### config.mk
export PLATFORM = sky130hd
export DESIGN_NAME = cpu_seq_flat
export DESIGN_NICKNAME = d
export VERILOG_FILES = /design/src/rtl/cpu_pkg.sv /design/src/rtl/cpu_seq_if.sv /design/src/rtl/seq_timer.sv /design/src/rtl/cpu_seq.sv /design/src/flat_wrapper.sv
export SDC_FILE = /design/constraint.sdc
export NUM_CORES = 1
export LEC_CHECK = 0
export BUFFER_PORTS_ARGS = -buffer_cell sky130_fd_sc_hd__buf_2
export CELL_PAD_IN_SITES_DETAIL_PLACEMENT = 0
export CELL_PAD_IN_SITES_GLOBAL_PLACEMENT = 1
export CORE_MARGIN = 1
export CORE_UTILIZATION = 34
export DETAILED_ROUTE_END_ITERATION = 8
export PLACE_DENSITY = 0.76
export RECOVER_POWER = 25
export SLEW_MARGIN = 20
export SYNTH_ARGS = -nofsm -noshare
export SYNTH_HDL_FRONTEND = slang
export SYNTH_SLANG_ARGS = --single-unit
### constraint.sdc
create_clock -name CLK -period 2.1 [get_ports CLK]
set_input_delay 0.21 -clock CLK [delete_from_list [all_inputs] [get_ports CLK]]
set_output_delay 0.21 -clock CLK [all_outputs]
set_load 0.02 [all_outputs]
### src/rtl/cpu_pkg.sv
// cpu_pkg: shared definitions for the CPU core sequencer.
//   state_t   - sequencer state encoding (exported on STATE)
//   cause_t   - fault-cause codes (exported on FAULT_CAUSE)
//   OP_*      - RV32 major opcode constants (INST[6:0])
//   is_legal_op - opcode legality check used in DECODE
package cpu_pkg;

   typedef enum logic [2:0] {
      S_IDLE      = 3'd0,
      S_FETCH     = 3'd1,
      S_DECODE    = 3'd2,
      S_EXECUTE   = 3'd3,
      S_MEMORY    = 3'd4,
      S_WRITEBACK = 3'd5,
      S_HALT      = 3'd6,
      S_FAULT     = 3'd7
   } state_t;

   typedef enum logic [1:0] {
      CAUSE_NONE     = 2'd0,
      CAUSE_FETCH_TO = 2'd1,
      CAUSE_ILLEGAL  = 2'd2,
      CAUSE_DATA_TO  = 2'd3
   } cause_t;

   localparam logic [6:0] OP_LUI    = 7'h37;
   localparam logic [6:0] OP_AUIPC  = 7'h17;
   localparam logic [6:0] OP_JAL    = 7'h6F;
   localparam logic [6:0] OP_JALR   = 7'h67;
   localparam logic [6:0] OP_BRANCH = 7'h63;
   localparam logic [6:0] OP_LOAD   = 7'h03;
   localparam logic [6:0] OP_STORE  = 7'h23;
   localparam logic [6:0] OP_IMM    = 7'h13;
   localparam logic [6:0] OP_REG    = 7'h33;
   localparam logic [6:0] OP_FENCE  = 7'h0F;
   localparam logic [6:0] OP_SYSTEM = 7'h73;

   // ADDI x0,x0,0 - value held in the instruction register out of reset
   localparam logic [31:0] INST_NOP = 32'h0000_0013;

   function automatic logic is_legal_op(input logic [6:0] op);
      case (op)
         OP_LUI, OP_AUIPC, OP_JAL, OP_JALR, OP_BRANCH, OP_LOAD,
         OP_STORE, OP_IMM, OP_REG, OP_FENCE, OP_SYSTEM: return 1'b1;
         default:                                       return 1'b0;
      endcase
   endfunction

endpackage

### src/rtl/cpu_seq_if.sv
// cpu_seq_if: sequencer-facing bus bundle (run control, instruction memory,
// decoder, data memory, register-file/PC strobes and status).
//   master - the sequencer (drives requests, strobes, INST and status)
//   slave  - memories / decoder / environment
interface cpu_seq_if #(
   parameter int XLEN = 32
);
   logic            RUN;
   logic            IMEM_REQ;
   logic            IMEM_ACK;
   logic [XLEN-1:0] IMEM_DATA;
   logic [XLEN-1:0] INST;
   logic            INST_ENB;
   logic            CU_WRITE_ENB;
   logic            DMEM_REQ;
   logic            DMEM_WE;
   logic            DMEM_ACK;
   logic            RF_WE;
   logic            PC_CLK;
   logic [2:0]      STATE;
   logic            FAULT;
   logic [1:0]      FAULT_CAUSE;
   logic [31:0]     INSTRET;

   modport master (
      input  RUN, IMEM_ACK, IMEM_DATA, CU_WRITE_ENB, DMEM_ACK,
      output IMEM_REQ, INST, INST_ENB, DMEM_REQ, DMEM_WE, RF_WE, PC_CLK,
             STATE, FAULT, FAULT_CAUSE, INSTRET
   );

   modport slave (
      output RUN, IMEM_ACK, IMEM_DATA, CU_WRITE_ENB, DMEM_ACK,
      input  IMEM_REQ, INST, INST_ENB, DMEM_REQ, DMEM_WE, RF_WE, PC_CLK,
             STATE, FAULT, FAULT_CAUSE, INSTRET
   );
endinterface

### src/rtl/seq_timer.sv
// seq_timer: memory-request timeout counter, shared by FETCH and MEMORY.
//   CLK, RST_N - clock, async active-low reset
//   clr        - hold the count at zero (outside a request state)
//   cnt_en     - a request is outstanding this cycle
//   ack        - the request is acknowledged this cycle
//   expired    - this is the MEM_TIMEOUT-th un-acknowledged request cycle
// MEM_TIMEOUT = 0 disables expiry.
module seq_timer #(
   parameter int MEM_TIMEOUT = 15
) (
   input  logic CLK,
   input  logic RST_N,
   input  logic clr,
   input  logic cnt_en,
   input  logic ack,
   output logic expired
);
   localparam int W = (MEM_TIMEOUT > 1) ? $clog2(MEM_TIMEOUT) : 1;
   localparam logic [W-1:0] LIMIT = W'((MEM_TIMEOUT > 0) ? MEM_TIMEOUT - 1 : 0);

   logic [W-1:0] cnt_q;

   // The count holds the number of earlier wait cycles, so the current cycle
   // is the last allowed one when it equals LIMIT; an ack here still wins.
   assign expired = (MEM_TIMEOUT != 0) && cnt_en && !ack && (cnt_q == LIMIT);

   always_ff @(posedge CLK or negedge RST_N) begin
      if (!RST_N) begin
         cnt_q <= '0;
      end else if (clr) begin
         cnt_q <= '0;
      end else if (cnt_en && !ack && !expired) begin
         cnt_q <= cnt_q + W'(1);
      end
   end
endmodule

### src/rtl/cpu_seq.sv
// cpu_seq: multi-cycle instruction sequencer.
//   CLK   - system clock, rising edge
//   RST_N - asynchronous active-low reset
//   bus   - cpu_seq_if master: RUN, instruction fetch (IMEM_*), decoder
//           (INST, INST_ENB, CU_WRITE_ENB), data memory (DMEM_*), RF_WE,
//           PC_CLK, STATE, FAULT, FAULT_CAUSE, INSTRET
// Steps FETCH/DECODE/EXECUTE/[MEMORY]/WRITEBACK; HALT and FAULT are terminal.
module cpu_seq
   import cpu_pkg::*;
#(
   parameter int XLEN        = 32,
   parameter int MEM_TIMEOUT = 15
) (
   input logic        CLK,
   input logic        RST_N,
   cpu_seq_if.master  bus
);
   state_t          state_q, state_d;
   cause_t          cause_q, cause_d;
   logic [XLEN-1:0] inst_q;
   logic [31:0]     instret_q;
   logic [6:0]      opcode;
   logic            tmr_clr, tmr_en, tmr_ack, tmr_expired;

   assign opcode = inst_q[6:0];

   // FETCH and MEMORY are never back-to-back, so holding the count clear in
   // every other state is the same as clearing it on entry.
   assign tmr_en  = (state_q == S_FETCH) || (state_q == S_MEMORY);
   assign tmr_clr = !tmr_en;
   assign tmr_ack = (state_q == S_FETCH) ? bus.IMEM_ACK : bus.DMEM_ACK;

   seq_timer #(.MEM_TIMEOUT(MEM_TIMEOUT)) u_timer (
      .CLK     (CLK),
      .RST_N   (RST_N),
      .clr     (tmr_clr),
      .cnt_en  (tmr_en),
      .ack     (tmr_ack),
      .expired (tmr_expired)
   );

   always_comb begin
      state_d = state_q;
      cause_d = cause_q;
      case (state_q)
         S_IDLE: if (bus.RUN) state_d = S_FETCH;
         S_FETCH: begin
            if (bus.IMEM_ACK) begin
               state_d = S_DECODE;
            end else if (tmr_expired) begin
               state_d = S_FAULT;
               cause_d = CAUSE_FETCH_TO;
            end
         end
         S_DECODE: begin
            if (is_legal_op(opcode)) begin
               state_d = S_EXECUTE;
            end else begin
               state_d = S_FAULT;
               cause_d = CAUSE_ILLEGAL;
            end
         end
         S_EXECUTE: begin
            if (opcode == OP_LOAD || opcode == OP_STORE)
               state_d = S_MEMORY;
            else if (opcode == OP_SYSTEM && inst_q[14:12] == 3'd0)
               state_d = S_HALT;
            else
               state_d = S_WRITEBACK;
         end
         S_MEMORY: begin
            if (bus.DMEM_ACK) begin
               state_d = S_WRITEBACK;
            end else if (tmr_expired) begin
               state_d = S_FAULT;
               cause_d = CAUSE_DATA_TO;
            end
         end
         S_WRITEBACK: state_d = bus.RUN ? S_FETCH : S_IDLE;
         S_HALT:      state_d = S_HALT;
         S_FAULT:     state_d = S_FAULT;
         default:     state_d = S_FAULT;
      endcase
   end

   always_ff @(posedge CLK or negedge RST_N) begin
      if (!RST_N) begin
         state_q   <= S_IDLE;
         cause_q   <= CAUSE_NONE;
         inst_q    <= XLEN'(INST_NOP);
         instret_q <= '0;
      end else begin
         state_q <= state_d;
         cause_q <= cause_d;
         if (state_q == S_FETCH && bus.IMEM_ACK)
            inst_q <= bus.IMEM_DATA;
         if (state_q == S_WRITEBACK)
            instret_q <= instret_q + 32'd1;
      end
   end

   assign bus.IMEM_REQ    = (state_q == S_FETCH);
   assign bus.INST        = inst_q;
   assign bus.INST_ENB    = (state_q == S_DECODE);
   assign bus.DMEM_REQ    = (state_q == S_MEMORY);
   assign bus.DMEM_WE     = (state_q == S_MEMORY) && (opcode == OP_STORE);
   assign bus.RF_WE       = (state_q == S_WRITEBACK) && bus.CU_WRITE_ENB &&
                            (inst_q[11:7] != 5'd0) && (opcode != OP_STORE);
   assign bus.PC_CLK      = (state_q == S_WRITEBACK);
   assign bus.STATE       = state_q;
   assign bus.FAULT       = (state_q == S_FAULT);
   assign bus.FAULT_CAUSE = cause_q;
   assign bus.INSTRET     = instret_q;
endmodule

### src/flat_wrapper.sv
// flat-port wrapper written by rule: the top's interface ports become plain ports
module cpu_seq_flat import cpu_pkg::*;
#(
   parameter int XLEN        = 32,
   parameter int MEM_TIMEOUT = 15
)
  (CLK, RST_N, bus_RUN, bus_IMEM_ACK, bus_IMEM_DATA, bus_CU_WRITE_ENB, bus_DMEM_ACK, bus_IMEM_REQ, bus_INST, bus_INST_ENB, bus_DMEM_REQ, bus_DMEM_WE, bus_RF_WE, bus_PC_CLK, bus_STATE, bus_FAULT, bus_FAULT_CAUSE, bus_INSTRET);
  cpu_seq_if #(.XLEN(XLEN)) bus_i ();
  input logic CLK;
  input logic RST_N;
  input wire logic [$bits(bus_i.RUN)-1:0] bus_RUN;
  input wire logic [$bits(bus_i.IMEM_ACK)-1:0] bus_IMEM_ACK;
  input wire logic [$bits(bus_i.IMEM_DATA)-1:0] bus_IMEM_DATA;
  input wire logic [$bits(bus_i.CU_WRITE_ENB)-1:0] bus_CU_WRITE_ENB;
  input wire logic [$bits(bus_i.DMEM_ACK)-1:0] bus_DMEM_ACK;
  output wire logic [$bits(bus_i.IMEM_REQ)-1:0] bus_IMEM_REQ;
  output wire logic [$bits(bus_i.INST)-1:0] bus_INST;
  output wire logic [$bits(bus_i.INST_ENB)-1:0] bus_INST_ENB;
  output wire logic [$bits(bus_i.DMEM_REQ)-1:0] bus_DMEM_REQ;
  output wire logic [$bits(bus_i.DMEM_WE)-1:0] bus_DMEM_WE;
  output wire logic [$bits(bus_i.RF_WE)-1:0] bus_RF_WE;
  output wire logic [$bits(bus_i.PC_CLK)-1:0] bus_PC_CLK;
  output wire logic [$bits(bus_i.STATE)-1:0] bus_STATE;
  output wire logic [$bits(bus_i.FAULT)-1:0] bus_FAULT;
  output wire logic [$bits(bus_i.FAULT_CAUSE)-1:0] bus_FAULT_CAUSE;
  output wire logic [$bits(bus_i.INSTRET)-1:0] bus_INSTRET;
  assign bus_i.RUN = bus_RUN;
  assign bus_i.IMEM_ACK = bus_IMEM_ACK;
  assign bus_i.IMEM_DATA = bus_IMEM_DATA;
  assign bus_i.CU_WRITE_ENB = bus_CU_WRITE_ENB;
  assign bus_i.DMEM_ACK = bus_DMEM_ACK;
  assign bus_IMEM_REQ = bus_i.IMEM_REQ;
  assign bus_INST = bus_i.INST;
  assign bus_INST_ENB = bus_i.INST_ENB;
  assign bus_DMEM_REQ = bus_i.DMEM_REQ;
  assign bus_DMEM_WE = bus_i.DMEM_WE;
  assign bus_RF_WE = bus_i.RF_WE;
  assign bus_PC_CLK = bus_i.PC_CLK;
  assign bus_STATE = bus_i.STATE;
  assign bus_FAULT = bus_i.FAULT;
  assign bus_FAULT_CAUSE = bus_i.FAULT_CAUSE;
  assign bus_INSTRET = bus_i.INSTRET;
  cpu_seq #(.XLEN(XLEN), .MEM_TIMEOUT(MEM_TIMEOUT)) u_core (.CLK(CLK), .RST_N(RST_N), .bus(bus_i));
endmodule
* Yosys cells after proc, flatten, opt, wreduce, memory -nomap -nowiden
Index checks and enable logic that the tools add are counted.
** Storage, ports and cells
- Bits in writable memories :: 0
- Input port bits :: 38
- Bits in read-only memories :: 0
- Bits in latches :: 0
- Memories :: 0
- Word-level logic and storage cells :: 73
- Flip-flop bits (word level) :: 73
** Cells by class
- Multipliers :: 0
- Bitwise gates (word level) :: 0
- Shifts and indexed selects :: 0
- Order comparisons :: 0
- Add/subtract/negate cells :: 2
- Reductions and logical operators :: 19
- Eq/ne operators :: 27
- Multiplexer cells :: 20
- Divide/modulo/power cells :: 0
** Operators with widths (number)
- $add 32x1->32 const B :: 1
- $eq 7x7->1 const B :: 4
- $pmux 3 s8 :: 1
- $eq 7x6->1 const B :: 3
- $mux 3 :: 6
- $eq 7x5->1 const B :: 2
- $eq 3x3->1 const B :: 4
- $mux 2 :: 6
- $reduce_or 11->1 :: 1
- $logic_and 1x1->1 :: 9
- $mux 4 :: 2
- $ne 2x2->1 const B :: 4
- $eq 7x2->1 const B :: 1
- $eq 7x4->1 const B :: 1
- $ne 7x6->1 const B :: 1
- $eq 3x2->1 const B :: 2
- $logic_not 3->1 :: 2
- $ne 2x1->1 const B :: 3
- $pmux 2 s3 :: 1
- $reduce_and 6->1 :: 1
- $reduce_bool 5->1 :: 1
- $add 4x1->4 const B :: 1
- $eq 4x4->1 const B :: 1
- $mux 1 :: 4
- 4 further kinds :: 6

* Depth between registers and ports, before layout
Gate-level depths: netlist (run 1).
- Depth after elaboration :: 9
- Depth in mapped cells :: 8
- Mapped depth without buffers :: 6

* Cells and area by module
From an unflattened synthesis (run 1), not the netlist that was laid out.
** Second synthesis, totals
- Cells, all modules :: 274
- Area total of the unflattened synthesis :: 3325.7 um2
** Modules (own cells, without submodules)
- cpu_seq :: instances 1, area an instance 3084.2 um2, cells each 248, sequential area each 1730.4 um2
- seq_timer :: instances 1, area an instance 241.5 um2, cells each 26, sequential area each 100.1 um2

* Worst setup path after synthesis (run 1)
No wires, ideal clock.
- Path type :: reg-to-output
- Start :: register u_core.inst_q[1], in the netlist u_core.bus.INST[1]
- End :: output bus_DMEM_WE
- Stages on the path, launching flop included :: 5
- Buffers on the path :: 0
- Path slack :: -222 ps
- Arrival time :: 2112 ps
- Required time :: 1890 ps
- Path through :: dfstp_2 nand2_1 or4b_2 or3_1 nor3_1
** Between the ends
- Cells in the longest elaborated chain, start to end :: 2
** RTL lines
- from (decl) :: line cpu_seq.sv:20 : logic [XLEN-1:0] inst_q;
- from (signal assigned) :: line cpu_seq.sv:90 : inst_q <= XLEN'(INST_NOP);
- from (signal assigned) :: line cpu_seq.sv:96 : inst_q <= bus.IMEM_DATA;
- $eq 7x6->1 :: line cpu_seq.sv:106 : assign bus.DMEM_WE = (state_q == S_MEMORY) && (opcode == OP_STORE);
- $logic_and 1x1->1 :: line cpu_seq.sv:106
- to (decl) :: line flat_wrapper.sv:20 : output wire logic [$bits(bus_i.DMEM_WE)-1:0] bus_DMEM_WE;
Every way passes these cells.

* Final worst setup path (run 1)
Same ends and word-level chain as after synthesis.

==> summary.md, run 1 <==
| Metric | Value |
|---|---|
| Status | finished with violations |
| Violated checks | setup timing |
| Area growth syn-to-layout | 33.3% |
| Synth cell types | 43 |
| Num CTS Buffers | 9 |
| Drt via density | 4.70 |
| Worst path cell trace | nand2_2 -> or4b_4 -> or3_4 -> nor3_4 -> buf_6 |
| Mean Syn Cell Area | 11.9 sq um |
| Area of the core | 9240 sq um |
| Startpoint Class | flop |
| Critical path's slowest cell | dfstp_2 |
| CTS tree | done |
| Worst Setup Path Type | reg2out |
| Synth Cell Area | 3240 sq um |
| Gate power share | 40.5% |
| Pins Over Slew Limit | 0 |
| Antenna violations before repair | 0 |
| Nets | roughly 440 |
| Crit path from | u_core.bus.INST[1]$_DFFE_PN1P_ |
| Ys flop type | dfrtp_1 |
| Switching power | 2110 uW |
| Fraction of power consumed by sequential logic | between 30% and 40% |
| MaxCap Viol Count | 0 |
| Synth top cells by count | dfrtp_1 (70), mux2_2 (31), xnor2_1 (22) |
| Inserted Diodes | 0 |
| Die W | 99.6 um |
| Setup Skew | slightly above 0.009 ns |
| Met3 wire length | 463 um |
| Layout cells sized above 1 | 47.3% |
| H-tree Lvls | 3 |
| Peak supply drop | 0.000666 V |
| PD cells | 1290 nW/um^2 |
| Clk Latency, worst-skew pair | ~0.33 ns |
| # DRC | 0 |
| Fillcell total | ~900 |
| Worst slew pin tran | around 0.76 ns |
| Met2 wire length | about 3400 um |
| Top sig layer | met4 |
| Largest net degree at the start of global routing | 44 |
| Die Y | 99.6 um |
| Reg2reg start | u_core.bus.INSTRET[0]$_DFFE_PN0P_ |
| DRT antenna net count | 0 |
| Routed met1 length | 3220 um |
| Root Driver | clkbuf_8 |
| DP HPWL | around 5400 um |
| Final Cell Area | around 4300 sq um |
| Clock power share | 20.6% |
| Critical Path Fanout Max | 2 |
| Clock Path Buffers | 2 |
| Register area share after synthesis | 56.5% |
| Arrival time worst endpoint | 2.10 ns |
| HP Class | in2reg |
| DRT iter0 DRCs | 51 |
| Initial cell density of the core | 35.0% |
| Post-synth EDFFs | 0 |
| Tmin final | 2.31 ns |
| Final wirelength | 7130 um |
| Rows | 35 |
| Placed Area | 4070 sq um |
| CTS Sinks | 73 |
| Flops & latches, synth | 73 |
| Total grt overflow | 0 |
| F_max | approximately 0.43 GHz |
| Rel. slew slack | 49.4% |
| WP buf/inv | 1 |
| Synth warn | 0 |
| Kind of cell adding the most delay to the critical path | simple AND/OR/NAND/NOR gates |
| Dominant cells by area after synthesis | dfrtp_1 (54%), mux2_2 (11%), xnor2_1 (6.0%) |
| Synth Net Count | 312 |
| Hold wc startpoint | bus_IMEM_DATA[3] |
| Overall Global Routing Usage | 15.4% |
| Fin worst setup slack | -0.214 ns |
| Switching portion of total power | between 30% and 40% |
| Via Count | around 2500 |
| Ports | 114 |
| Final hold vios | 0 |
| Cells after Synth | 271 |
| Worst path max stage delay | ~0.54 ns |
| Routed WL per cell | between 10 and 15 um |
| Ys async rst share | 100% |
| Cell taking the most area after synthesis | dfrtp_1 |
| GPL Wtd Cong | 0.780 |
| Input/output buffers | about 110 |
| Final Setup Violations | 2 |
| Final Core Density | a little under half |
| Most frequent cell after synthesis | dfrtp_1 |
| Vias in the first global route | 2479 |
| Leakage power | 0.00210 uW |
| CP Capture Type | primary output |
| RSZ-0062 raised after global routing | true |
| Synth top area share | a little over half |
| Crit path required time | around 1.9 ns |
| P_int | 3460 uW |
| Clock Pin Slew Worst Setup and Hold Paths | 0.07 ns |
| DIE AREA | between 9000 and 10000 sq um |
| Ratio of final minimum period to clock period | 110% |
| First-pass GRT wire length | around 12000 um |
| DR pass1 iterations | 4 |
worst paths after layout:
path	to	cells past startpoint	slack, ns
max in group asynchronous	u_core.bus.INST[4]$_DFFE_PN1P_	3	0.51
min reg2reg	u_core.bus.INSTRET[31]$_DFFE_PN0P_	1	0.47
min in group asynchronous	u_core.bus.INSTRET[8]$_DFFE_PN0P_	2	0.47
max	bus_DMEM_WE	5	-0.21
min	u_core.bus.INST[3]$_DFFE_PN0P_	3	0.08
max reg2reg	u_core.bus.INSTRET[22]$_DFFE_PN0P_	6	0.14
per-stage QoR:
stage | power, uW | instances | setup slack (ns) | hold WS, ns | setup TNS, ns
2_1_floorplan | 3600 | 271 | 0.0269 | -0.0856 | 0
3_3_place_gp | 4400 | 516 | 0.0548 | 0.169 | 0
3_5_place_dp | 4460 | 516 | 0.0461 | 0.171 | 0
4_1_cts | 5680 | 535 | -0.235 | 0.0641 | -0.438
5_1_grt | 5960 | 535 | -0.316 | 0.0846 | -0.584
6_report | 5580 | 535 | -0.214 | 0.0808 | -0.392
area by class of cell:
type | count | area, sq um | area share, %
clock buffer | 12 | 165 | 3.83
clock inverter | 4 | 48.8 | 1.13
inverter | 5 | 18.8 | 0.435
multi-input combinational | 183 | 1380 | 31.9
sequential | 73 | 1830 | 42.5
tap | 129 | 161 | 3.74
timing repair buffer | 129 | 713 | 16.5
tightest hold or removal path, stage by stage:
cell	delay, ns
buf_2	0.08
nand2_1	0.04
o21ai_0	0.06
power by group through the flow:
stage | clock [uW] | combinational, uW | sequential, uW
final | 1150 | 2260 | 2170
after global placement | 0 | 2220 | 2180
after detailed placement | 0 | 2250 | 2210
after global routing | 1260 | 2450 | 2250
after floorplan | 0 | 938 | 2660
after CTS | 1200 | 2300 | 2180
registers in the layout, summed over array words and instances (netlist names):
register                flops
u_core.bus.FAULT_CAUSE      2
u_core.bus.INST            32
u_core.bus.INSTRET         32
u_core.bus.STATE            3
u_core.u_timer.cnt_q        4
cell usage in the layout, fill, tap and decap left out, types with 4 or more instances in the layout:
cell type,synthesis,final
a21oi_1,4,4
and3_1,7,7
buf_2,3,110
buf_4,0,13
clkbuf_8,0,12
dfrtp_1,70,68
inv_1,5,5
mux2_2,31,31
nand2_1,21,20
nand2b_1,4,4
nand3_1,15,15
nand4_1,7,7
nor2_1,9,9
nor2b_1,4,4
nor3_1,5,4
o21ai_0,9,9
xnor2_1,22,22
xor2_1,9,9
routing by layer:
metal  up-vias  track usage, %
met3         8            4.78
li1       1219               -
met1      1206            20.4
met5         -               0
met4         0            5.66
met2        79            23.7
repair_timing:
| item | in CTS | in global routing |
|---|---|---|
| setup endpoints to repair | 2 | 3 |
| setup buffers | 2 | 0 |
| endpoints found under the hold margin | 28 | 0 |
| resized for setup | 4 | 1 |
| hold buffers | 1 | 0 |
| pin swaps | 1 | 0 |
cell families after synthesis:
group,Yosys count,synth area share [%]
AO/OA/AOI/OAI,25,5.14
XOR/XNOR,31,8.38
adder cells (fa/ha/maj),3,1.16
buffers and inverters,15,1.85
flip-flops,73,56.5
multiplexers,32,11.1
AND/OR/NAND/NOR,92,15.8
No activity file was read; power rests on OpenSTA's default activity.
==> run 2, diff against run 1 <==
--- a/config.mk
+++ b/config.mk
@@ -5,7 +5,7 @@
 export SDC_FILE = /design/constraint.sdc
 export NUM_CORES = 1
 export LEC_CHECK = 0
-export BUFFER_PORTS_ARGS = -buffer_cell sky130_fd_sc_hd__buf_2
+export BUFFER_PORTS_ARGS = -buffer_cell sky130_fd_sc_hd__buf_4
 export CELL_PAD_IN_SITES_DETAIL_PLACEMENT = 0
 export CELL_PAD_IN_SITES_GLOBAL_PLACEMENT = 1
 export CORE_MARGIN = 1
==> run 2 against run 1 <==
Against the previous run:
- the flow still finishes with violations (setup timing)
- first-iteration DRC count is 25% lower
- die area stayed put
- design area is 7.0% higher
- cell count is 0.37% lower
- combinational power is 11% higher
- highest routed layer unchanged
- non-clock buffer count is 1 lower
- register-to-register slack worse by 0.02 ns
- power is 8.8% higher
- core utilization is 3.3 points higher
- critical path type unchanged
- clock power is 19% higher
- global-route usage is 0.44 points higher
- routed wire length is 4.8% higher
==> summary.md, run 2 (same netlist as run 1, synthesis figures left out) <==
| Metric | Value |
|---|---|
| Ports | 114 |
| Pins Over Slew Limit | 0 |
| Clock Path Buffers | 2 |
| Clock Pin Slew Worst Setup and Hold Paths | 0.08 ns |
| Initial cell density of the core | 35.0% |
| Peak supply drop | slightly above 0.0009 V |
| Commonest non-fill, non-tap cell in the layout | buf_4 |
| Kind of cell adding the most delay to the critical path | simple AND/OR/NAND/NOR gates |
| Fin worst setup slack | -0.240 ns |
| Inserted Diodes | 0 |
| Fillcell total | 868 |
| Layout cells sized above 1 | 47.0% |
| Setup TNS | -0.439 ns |
| PD cells | 1310 nW/um^2 |
| DRT antenna net count | 0 |
| Via Count | 2540 |
| Clock power share | 22.6% |
| RSZ-0062 raised after global routing | true |
| Ratio of final minimum period to clock period | 111% |
| Status | finished with violations |
| Area of the core | 9240 sq um |
| Most frequent cells in the layout | buf_4 (122), dfrtp_1 (68), mux2_2 (31), xnor2_1 (22), nand2_1 (20) |
| Switching power | 2150 uW |
| H-tree Lvls | 3 |
| Input/output buffers | about 110 |
| DP HPWL | about 5400 um |
| Critical Path Fanout Max | 2 |
| Fraction of power consumed by sequential logic | between 30% and 40% |
| Worst slew pin tran | 1.17 ns |
| # DRC | 0 |
| R2R depth | 6 |
| Final Core Density | 50.0% |
| Final hold vios | 0 |
| Reg2reg start | u_core.bus.INST[0]$_DFFE_PN1P_ |
| Drt via density | 4.77 |
| DIE AREA | 9920 sq um |
| Largest net degree at the start of global routing | 46 |
| Clk Latency, worst-skew pair | 0.34 ns |
| Rows | 35 |
| Antenna violations before repair | 0 |
| Met3 wire length | about 500 um |
| Routed WL per cell | 14.0 um |
| Top sig layer | met4 |
| Met2 wire length | 3630 um |
| Num CTS Buffers | 9 |
| Crit path required time | 1.89 ns |
| Violated checks | setup timing |
| HP Class | in2reg |
| WP buf/inv | 1 |
| Reg-to-reg setup timing slack | 0.12 ns |
| Final wirelength | 7470 um |
| Switching portion of total power | 35.5% |
| Leakage power | 0.00217 uW |
| Arrival time worst endpoint | 2.13 ns |
| Hold Path Stages | 3 |
| Nets | approximately 440 |
| CP Capture Type | primary output |
| Die Y | 99.6 um |
| DR pass1 iterations | 5 |
| Tmin final | 2.34 ns |
| Hold wc startpoint | bus_IMEM_DATA[3] |
| Rel. slew slack | 21.8% |
| Non-filler cells, final | 533 |
| First-pass GRT wire length | approximately 12000 um |
| Gate power share | 41.2% |
| WHS Endpoint | u_core.bus.INST[3]$_DFFE_PN0P_ |
| Overall Global Routing Usage | 15.8% |
| Placed Area | roughly 4300 sq um |
| CTS tree | done |
| GPL Wtd Cong | 0.787 |
| Sequential Area | 1830 sq um |
| Critical path's slowest cell | dfstp_2 |
| CTS Sinks | 73 |
| Startpoint Class | flop |
| DRT iter0 DRCs | 38 |
| Worst Setup Path Type | reg2out |
| Area growth syn-to-layout | 42.7% |
| Final Cell Area | 4620 sq um |
| P_int | 3920 uW |
| Final Setup Violations | 2 |
| Vias in the first global route | approximately 2500 |
| Power Total | between 6000 and 7000 uW |
| Root Driver | clkbuf_8 |
| Placed insts | between 500 and 600 |
| Worst R2R End | u_core.bus.STATE[1]$_DFFE_PN0P_ |
| F_max | 0.427 GHz |
| Area of the multi-input gates | roughly 1400 sq um |
| Total grt overflow | 0 |
| Die W | 99.6 um |
| Worst path max stage delay | between 0.5 and 0.6 ns |
| Worst path cell trace | nand2_2 -> or4b_4 -> or3_4 -> nor3_4 -> buf_6 |
| Setup Skew | ~0.0093 ns |
| MaxCap Viol Count | 0 |
| Routed met1 length | approximately 3300 um |
## run 2: cell type report
type	count	share of cell area [%]
clock inverter	4	2.14
sequential	73	39.7
clock buffer	11	3.28
multi-input combinational	183	29.8
inverter	5	0.406
tap	129	3.49
timing repair buffer	128	21.2
## run 2: worst max-delay path by stage
stage	from	end	slack [ns]	cells past startpoint
CTS	u_core.bus.INST[0]$_DFFE_PN1P_	bus_DMEM_WE	-0.28	5
global route	u_core.bus.INST[0]$_DFFE_PN1P_	bus_DMEM_WE	-0.32	5
global placement	u_core.bus.INST[1]$_DFFE_PN1P_	bus_DMEM_WE	0.06	5
floorplan	u_core.bus.STATE[1]$_DFFE_PN0P_	u_core.bus.INSTRET[20]$_DFFE_PN0P_	0.03	6
detailed placement	u_core.bus.INST[0]$_DFFE_PN1P_	bus_DMEM_WE	0.04	5
finish	u_core.bus.INST[0]$_DFFE_PN1P_	bus_DMEM_WE	-0.24	5
## run 2: layer usage
layer | GRT usage (%) | vias up
met5 | 0 | -
met4 | 4.75 | 0
met3 | 5.83 | 10
met2 | 25.5 | 82
met1 | 19.8 | 1236
li1 | - | 1212
## run 2: through the flow
step | hold WS (ns) | setup WS [ns]
CTS | 0.0488 | -0.278
floorplan | -0.0856 | 0.0269
finish | 0.0664 | -0.240
global route | 0.0584 | -0.319
global placement | 0.265 | 0.0602
detailed placement | 0.269 | 0.0446
## run 2: repair_timing
action	4_1_cts	5_1_grt
setup buffers	3	0
gates resized for setup	2	1
setup endpoints to repair	2	3
pin swaps	3	1
gates cloned	0	0
hold buffers	1	0
endpoints found under the hold margin	41	0
## run 2: power by group through the flow
stage | sequential (uW) | combinational [uW] | clock (uW)
CTS | 2200 | 2540 | 1420
global placement | 2200 | 2470 | 0
global route | 2260 | 2690 | 1470
finish | 2190 | 2500 | 1370
detailed placement | 2230 | 2480 | 0
floorplan | 2660 | 938 | 0
## run 2: worst register-to-register path: stages (launching register included)
cell      delay, ns
dfstp_2        0.54
nand2_2        0.06
buf_4          0.13
or3_1          0.29
o311ai_0       0.43
nor2b_1        0.09
a2111o_1       0.30
